--- src/rtl/uart_tx_pkg.sv ---
// Shared UART definitions: one-hot FSM encodings, frame width, oversampling.
// Also used by the receiver. When UART_TX_PARITY_EN is defined, the state
// encoding widens to 5 bits to make room for the PARITY state.
package uart_tx_pkg;

  localparam int D_BIT_W    = 8;   // data bits per frame
  localparam int OVERSAMPLE = 16;  // baud ticks per bit period

`ifdef UART_TX_PARITY_EN
  localparam int ST_W = 5;
  typedef enum logic [ST_W-1:0] {
    ST_IDLE   = 5'b00001,
    ST_START  = 5'b00010,
    ST_DATA   = 5'b00100,
    ST_STOP   = 5'b01000,
    ST_PARITY = 5'b10000
  } state_e;
`else
  localparam int ST_W = 4;
  typedef enum logic [ST_W-1:0] {
    ST_IDLE  = 4'b0001,
    ST_START = 4'b0010,
    ST_DATA  = 4'b0100,
    ST_STOP  = 4'b1000
  } state_e;
`endif

endpackage

--- src/rtl/uart_tx.sv ---
// UART transmitter, 8N1 by default, paced by the shared 16x baud tick.
// Optional feature macro: UART_TX_PARITY_EN adds one even-parity bit between
// the last data bit and the stop bit.
module uart_tx
  import uart_tx_pkg::*;
#(
  parameter int D_BIT   = D_BIT_W,
  parameter int SB_TICK = OVERSAMPLE
) (
  input  logic             clk,
  input  logic             reset,
  input  logic             tick_in,
  input  logic             tx_start,
  input  logic [D_BIT-1:0] dato_in,
  output logic             tx,
  output logic             tx_busy,
  output logic             tx_done_tick
);

  // Tick counter must reach SB_TICK-1 for long stop bits.
  localparam int TC_W = (SB_TICK > OVERSAMPLE) ? $clog2(SB_TICK) : $clog2(OVERSAMPLE);
  localparam int DC_W = (D_BIT > 1) ? $clog2(D_BIT) : 1;

  localparam logic [TC_W-1:0] BIT_LAST  = TC_W'(OVERSAMPLE - 1);
  localparam logic [TC_W-1:0] STOP_LAST = TC_W'(SB_TICK - 1);
  localparam logic [DC_W-1:0] DATA_LAST = DC_W'(D_BIT - 1);

  state_e            state;
  logic [TC_W-1:0]   tick_cnt;
  logic [DC_W-1:0]   data_cnt;
  logic [D_BIT-1:0]  shift;
  logic              tx_reg;
  logic              busy_reg;
  logic              done_reg;
`ifdef UART_TX_PARITY_EN
  logic              par_reg;
`endif

  // Frame FSM; tx is set on each transition so the line comes straight from a flop.
  always_ff @(posedge clk) begin
    if (reset) begin
      state    <= ST_IDLE;
      tick_cnt <= '0;
      data_cnt <= '0;
      shift    <= '0;
      tx_reg   <= 1'b1;
      busy_reg <= 1'b0;
      done_reg <= 1'b0;
`ifdef UART_TX_PARITY_EN
      par_reg  <= 1'b0;
`endif
    end else begin
      done_reg <= 1'b0;
      case (state)
        ST_IDLE: begin
          tx_reg   <= 1'b1;
          busy_reg <= 1'b0;
          // A start coincident with the done pulse is deliberately dropped.
          if (tx_start && !done_reg) begin
            shift    <= dato_in;
            tick_cnt <= '0;
            data_cnt <= '0;
`ifdef UART_TX_PARITY_EN
            par_reg  <= ^dato_in;
`endif
            tx_reg   <= 1'b0;
            busy_reg <= 1'b1;
            state    <= ST_START;
          end
        end
        ST_START: if (tick_in) begin
          if (tick_cnt == BIT_LAST) begin
            tick_cnt <= '0;
            tx_reg   <= shift[0];
            state    <= ST_DATA;
          end else begin
            tick_cnt <= tick_cnt + TC_W'(1);
          end
        end
        ST_DATA: if (tick_in) begin
          if (tick_cnt == BIT_LAST) begin
            tick_cnt <= '0;
            shift    <= shift >> 1;
            data_cnt <= data_cnt + DC_W'(1);
            if (data_cnt == DATA_LAST) begin
`ifdef UART_TX_PARITY_EN
              tx_reg <= par_reg;
              state  <= ST_PARITY;
`else
              tx_reg <= 1'b1;
              state  <= ST_STOP;
`endif
            end else begin
              tx_reg <= shift[1];
            end
          end else begin
            tick_cnt <= tick_cnt + TC_W'(1);
          end
        end
`ifdef UART_TX_PARITY_EN
        ST_PARITY: if (tick_in) begin
          if (tick_cnt == BIT_LAST) begin
            tick_cnt <= '0;
            tx_reg   <= 1'b1;
            state    <= ST_STOP;
          end else begin
            tick_cnt <= tick_cnt + TC_W'(1);
          end
        end
`endif
        ST_STOP: if (tick_in) begin
          if (tick_cnt == STOP_LAST) begin
            tick_cnt <= '0;
            done_reg <= 1'b1;
            busy_reg <= 1'b0;
            state    <= ST_IDLE;
          end else begin
            tick_cnt <= tick_cnt + TC_W'(1);
          end
        end
        default: begin
          // Corrupted encoding: drop back to an idle line.
          state    <= ST_IDLE;
          tick_cnt <= '0;
          data_cnt <= '0;
          tx_reg   <= 1'b1;
          busy_reg <= 1'b0;
        end
      endcase
    end
  end

  assign tx           = tx_reg;
  assign tx_busy      = busy_reg;
  assign tx_done_tick = done_reg;

endmodule

--- config.mk ---
export PLATFORM = sky130hd
export DESIGN_NAME = uart_tx
export DESIGN_NICKNAME = d
export VERILOG_FILES = /design/src/rtl/uart_tx_pkg.sv /design/src/rtl/uart_tx.sv
export SDC_FILE = /design/constraint.sdc
export NUM_CORES = 1
export LEC_CHECK = 0
export BUFFER_PORTS_ARGS = -buffer_cell sky130_fd_sc_hd__buf_2
export CAP_MARGIN = 20
export CORE_ASPECT_RATIO = 0.75
export CORE_MARGIN = 3
export CORE_UTILIZATION = 29
export CTS_BUF_LIST = sky130_fd_sc_hd__clkbuf_8
export DETAILED_ROUTE_END_ITERATION = 8
export SYNTH_ARGS = -nofsm -noshare
export SYNTH_HDL_FRONTEND = slang
export SYNTH_SLANG_ARGS = --single-unit
--- constraint.sdc ---
create_clock -name clk -period 5.86 [get_ports clk]
set_clock_uncertainty 0.2 [all_clocks]
set_input_delay 0 -clock clk [delete_from_list [all_inputs] [get_ports clk]]
set_output_delay 0 -clock clk [all_outputs]
set_load 0.05 [all_outputs]
## Yosys cells after proc, flatten, opt, wreduce, memory -nomap -nowiden

Cells that the tools add are included.

| word-level totals | value |
|---|---|
| flip-flop bits (word level) | 22 |
| output and inout port bits | 3 |
| logic and storage cells | 74 |

| operators by class | value |
|---|---|
| add/subtract/negate cells | 2 |
| bitwise operators | 4 |
| multiplexer cells | 33 |
| equality and inequality tests | 15 |
| reductions and logical operators | 13 |

Operators by type and width:

| operator | number |
|---|---|
| 4-bit 2-to-1 mux | 11 |
| 8-bit 2-to-1 mux | 3 |
| 2-bit inequality test (second input constant) | 8 |
| 4-bit case mux with 4 select lines | 1 |
| 8-bit case mux with 2 select lines | 1 |
| 1-bit 2-to-1 mux | 10 |
| 3-bit 2-to-1 mux | 3 |
| 3-bit case mux with 3 select lines | 1 |
| 4-bit == test (second input constant) | 2 |
| 4-bit case mux with 2 select lines | 1 |
| 4-bit AND reduction | 2 |
| 8-bit AND reduction | 1 |
| 3-bit OR reduction | 2 |
| 5-bit AND reduction | 1 |
| 4-bit by 1-bit adder with 4-bit output (second input constant) | 1 |
| 4-bit by 1-bit == test with 1-bit output (second input constant) | 1 |
| 4-bit by 2-bit == test with 1-bit output (second input constant) | 1 |
| 4-bit by 3-bit == test with 1-bit output (second input constant) | 1 |
| 1-bit inverter | 4 |
| 1-bit case mux with 4 select lines | 1 |
| 2-bit OR reduction | 2 |
| 3-bit by 1-bit adder with 3-bit output (second input constant) | 1 |
| 3-bit == test (second input constant) | 1 |
| 1-bit case mux with 3 select lines | 1 |
| other kinds (6) | 6 |

## Logic depth before layout (Yosys ltp)

| logic depth | value |
|---|---|
| word-level depth | 5 |
| mapped depth | 6 |

## Worst setup path before layout

Ideal clock, no wire load.

| timing path | value |
|---|---|
| kind | flip-flop to flip-flop |
| start | register done_reg (netlist: tx_done_tick) |
| end | register shift[4] |
| arrival | 1580 ps |
| cell stages (with the launch flop) | 6 |
| path slack | 3989 ps |
| period minus slack after synthesis | 1871 ps |
| library setup time | 91 ps |
| data required time | 5569 ps |
| cells stage by stage | dfxtp_1 > nand2b_1 > a22oi_1 > buf_2 > a21oi_1 > a311oi_1 |

| between the ends | value |
|---|---|
| word-level cells in the longest chain between the ends | 4 |

Ends and longest elaborated chain:

| item | RTL line | text |
|---|---|---|
| from (decl) | uart_tx.sv:34 | `logic done_reg;` |
| from (signal assigned) | uart_tx.sv:48 | `done_reg <= 1'b0;` |
| from (signal assigned) | uart_tx.sv:53 | `done_reg <= 1'b0;` |
| from (signal assigned) | uart_tx.sv:114 | `done_reg <= 1'b1;` |
| 1-bit logical NOT | uart_tx.sv:59 | `if (tx_start && !done_reg) begin` |
| 1-bit logical AND | uart_tx.sv:59 |  |
| 2-bit inequality test (no source line) | - |  |
| 4-bit AND reduction (no source line) | - |  |
| to (signal assigned) | uart_tx.sv:60 | `shift <= dato_in;` |
| to (signal assigned) | uart_tx.sv:83 | `shift <= shift >> 1;` |
| to (decl) | uart_tx.sv:31 | `logic [D_BIT-1:0] shift;` |

No other way between the ends.
A chain may end at the register's enable or synchronous reset.

## Final worst setup path

| timing path | value |
|---|---|
| start | register state[1] |
| end | register shift[7] |

| between the ends | value |
|---|---|
| word-level cells in the longest chain between the ends | 3 |
| elaborated cells between the ends (all ways) | 8 |

Ends and longest elaborated chain:

| item | RTL line | text |
|---|---|---|
| from (decl) | uart_tx.sv:28 | `state_e state;` |
| from (signal assigned) | uart_tx.sv:42 | `state <= ST_IDLE;` |
| from (signal assigned) | uart_tx.sv:68 | `state <= ST_START;` |
| from (signal assigned) | uart_tx.sv:75 | `state <= ST_DATA;` |
| 4-bit by 3-bit == test with 1-bit output or 4-bit by 1-bit == test with 1-bit output (tied branches) | uart_tx.sv:54 | `case (state)` |
| 2-bit inequality test (no source line) or 2-bit nonzero test (tied branches) | - |  |
| 4-bit AND reduction (no source line) | - |  |

Several ways; a longest one is shown, not always the timed one.

==> impl_metrics.csv <==
group,metric,value,unit
timing,setup_viol,0,
timing,fmax,344.5,MHz
logic_synthesis,yosysWarningCount,0,
route,drc,0,
placed_design,port_buffers,14,
timing,tightest_slew,1.096,ns
logic_synthesis,ys_async_sr_fraction,0,
worst_setup_path,critPathKind,"reg2reg",
die,dieArea,5284,um^2
power_and_ir_drop,pwr-share-comb,0.221,
route,routed_wl,3469,um
route,firstDrtPassIters,4,
clocking,cts_resized,0,
power_and_ir_drop,p_per_area,238.2,nW/um^2
job,drv_cap,0,
placed_design,dpl.hpwl,2472,um
worst_setup_path,cp.arrival,2.86,ns
placed_design,place.gp.congestion,0.7711,
min_path,hp-class,"in2reg",
logic_synthesis,synth_area_per_cell,8.879,um^2
logic_synthesis,yosys-top-cells-area,"dfxtp_1, a21oi_1, mux2i_1, a311oi_1, ha_1",
power_and_ir_drop,ir_drop,140.8,uV
worst_setup_path,crit_required,5.81,ns
power_and_ir_drop,power.share.clock,0.299,
global_routing,antenna_found_initial,0,
timing,rsz0062_at_grt,"false",
clocking,h-tree-depth,1,
logic_synthesis,yosysUniqueCellTypes,44,
timing,relSlewSlack,0.2694,
clocking,numCtsBuffers,3,
layout,largest_reg_flops,8,
power_and_ir_drop,swShare,0.3054,
clocking,path_clk_slew,0.08,ns
route,drtIter0Drc,68,
route,vias_per_cell,5.636,
global_routing,grt_pass1_wl,5727,um
logic_synthesis,ys_top_cells_by_count,"dfxtp_1, a21oi_1, a311oi_1, mux2i_1",
route,final_antenna_net_count,0,
layout,top_register,"shift",
logic_synthesis,ys_ff_latch,22,
worst_setup_path,critPathCaptureType,"register",
route,vias,1240,
logic_synthesis,synth-seq-area-share,0.3421,
power_and_ir_drop,p_leak,0.0005972,uW
status,outcome,"finished clean",
layout,reg.largest.list,"shift (8), state (4), tick_cnt (4)",
clocking,clk_path_buf_depth,2,
worst_setup_path,path_max_fanout,15,
power_and_ir_drop,seqPwrFrac,0.480,
logic_synthesis,synth_edf_count,0,
global_routing,overflow,0,
layout,ff_latch_area,440.4,um^2
logic_synthesis,synth_largest_area_cell,"dfxtp_1",
layout,fin_area,1544,um^2
route,wl_per_cell,15.77,um
die,die_w,82.94,um
logic_synthesis,syn_inst,145,
placed_design,placed_cells,205,
timing,period_needed,2.903,ns
clocking,clk_latency,0.26,ns
logic_synthesis,synth_top_area_frac,0.3421,
layout,utilization,0.3717,
layout,syn2layout_area_growth,19.92,%
placed_design,postPlaceCellArea,1379,um^2
layout,n_antenna_cell,0,
clocking,clock_sinks,22,
timing,hold_viol_final,0,
power_and_ir_drop,p_switching,112.3,uW
timing,fin_tns_setup,0,ns
timing,period_share,0.4954,
logic_synthesis,syn_nets,160,
die,fp.dieH,63.71,um
global_routing,grt_pass1_vias,1151,
timing,finalMaxSlewViolations,0,
layout,instances_no_fill,220,
logic_synthesis,syn_area,1287,um^2
timing,holdWs,0.02209,ns
layout,fillers,444,
clocking,clock-root-buffer,"clkbuf_8",
global_routing,grt_util_all_layers,0.1317,
die,coreArea,4154,um^2
logic_synthesis,synth_most_common_cell,"dfxtp_1",
power_and_ir_drop,p_int,255.5,uW
die,rows,20,
layout,num-nets-final,181,
clocking,cts_tree,"yes",
die,start_util,0.3099,
global_routing,grt_max_degree,26,
layout,multi_input_area,784.5,um^2
logic_synthesis,ys.flop_type,"dfxtp_1",
worst_setup_path,start_kind,"register",
layout,drive_gt1_frac,0.1515,
die,ioPinCount,15,
## cell families after synthesis
family          synth area share
flops                     0.3421
buf+inv                  0.04858
fa+ha+maj                0.02916
simple gates              0.2313
mux                      0.05442
compound gates            0.2809
xor+xnor                 0.01361
## metrics by stage
| step | total power [uW] | worst slack [ns] |
|---|---|---|
| after floorplan | 237.2 | 3.989 |
| after global placement | 251.2 | 3.567 |
| after detailed placement | 254.0 | 3.431 |
| after CTS | 370.9 | 2.989 |
| after global routing | 388.1 | 2.740 |
| final | 367.8 | 2.957 |
## area by class of cell
type / count / area share
clock buffers: 4 / 0.03566
inverters: 4 / 0.009724
multi-input cells: 110 / 0.5081
flip-flops and latches: 22 / 0.2853
well taps: 55 / 0.04457
repair buffers: 25 / 0.1167
## final timing paths
check | startpoint | to | slack (ns) | cells past startpoint
max | state[1] | shift[7] | 2.96 | 5
min | tx_start | state[1] | 0.02 | 4
min reg2reg | data_cnt[1] | data_cnt[1] | 0.28 | 2
max reg2reg | state[1] | shift[7] | 2.96 | 5
## worst max-delay path, cell delays in order (launching register included)
cell and delay [ns]:
dfxtp_1 0.66, nor4b_2 0.17, a22oi_1 0.90, a21bo_2 0.25
a21oi_1 0.05, dlygate4sd3_1 0.57
## layer usage
| layer | share of wire | up-vias | track usage | wire length (um) |
|---|---|---|---|---|
| li1 | - | 606 | - | - |
| met3 | 0.080 | 6 | 0.03660 | 277 |
| met4 | 0.0095 | 0 | 0.01633 | 33 |
| met5 | 0 | - | 0 | 0 |
| met2 | 0.44 | 57 | 0.1940 | 1510 |
| met1 | 0.48 | 571 | 0.1944 | 1648 |
## power groups by stage
stage                     sequential (uW)  clock (uW)  combinational [uW]
after global placement                179           0                72.7
after CTS                             176         114                80.6
after floorplan                       180           0                57.5
after detailed placement              179           0                74.6
final                                 177         110                81.2
after global routing                  178         120                89.8
## layout by cell type (no fill, tap or decap), types with 2 or more instances in the layout
| cell type | synthesis | final |
|---|---|---|
| nor3_1 | 3 | 3 |
| dlygate4sd3_1 | 0 | 11 |
| nor2_1 | 5 | 5 |
| mux2i_1 | 7 | 7 |
| o32ai_1 | 2 | 2 |
| or3_1 | 2 | 2 |
| ha_1 | 3 | 3 |
| inv_1 | 4 | 4 |
| buf_2 | 5 | 14 |
| a311oi_1 | 7 | 7 |
| a211o_1 | 3 | 3 |
| nand2_1 | 6 | 6 |
| a21oi_1 | 19 | 19 |
| nor4b_2 | 2 | 2 |
| nand4_1 | 6 | 6 |
| and4_1 | 2 | 2 |
| o31ai_1 | 3 | 3 |
| o21ai_0 | 6 | 6 |
| nand3_1 | 3 | 3 |
| o211ai_1 | 2 | 2 |
| dfxtp_1 | 22 | 22 |
| nand2b_1 | 6 | 6 |
| clkbuf_8 | 0 | 4 |
| nor4b_1 | 4 | 4 |
## what timing repair did
action	CTS	global route
hold buffers	11	0
hold endpoints to repair	16	0
buffers inserted	0	0
(Power assumes the default switching activity.)
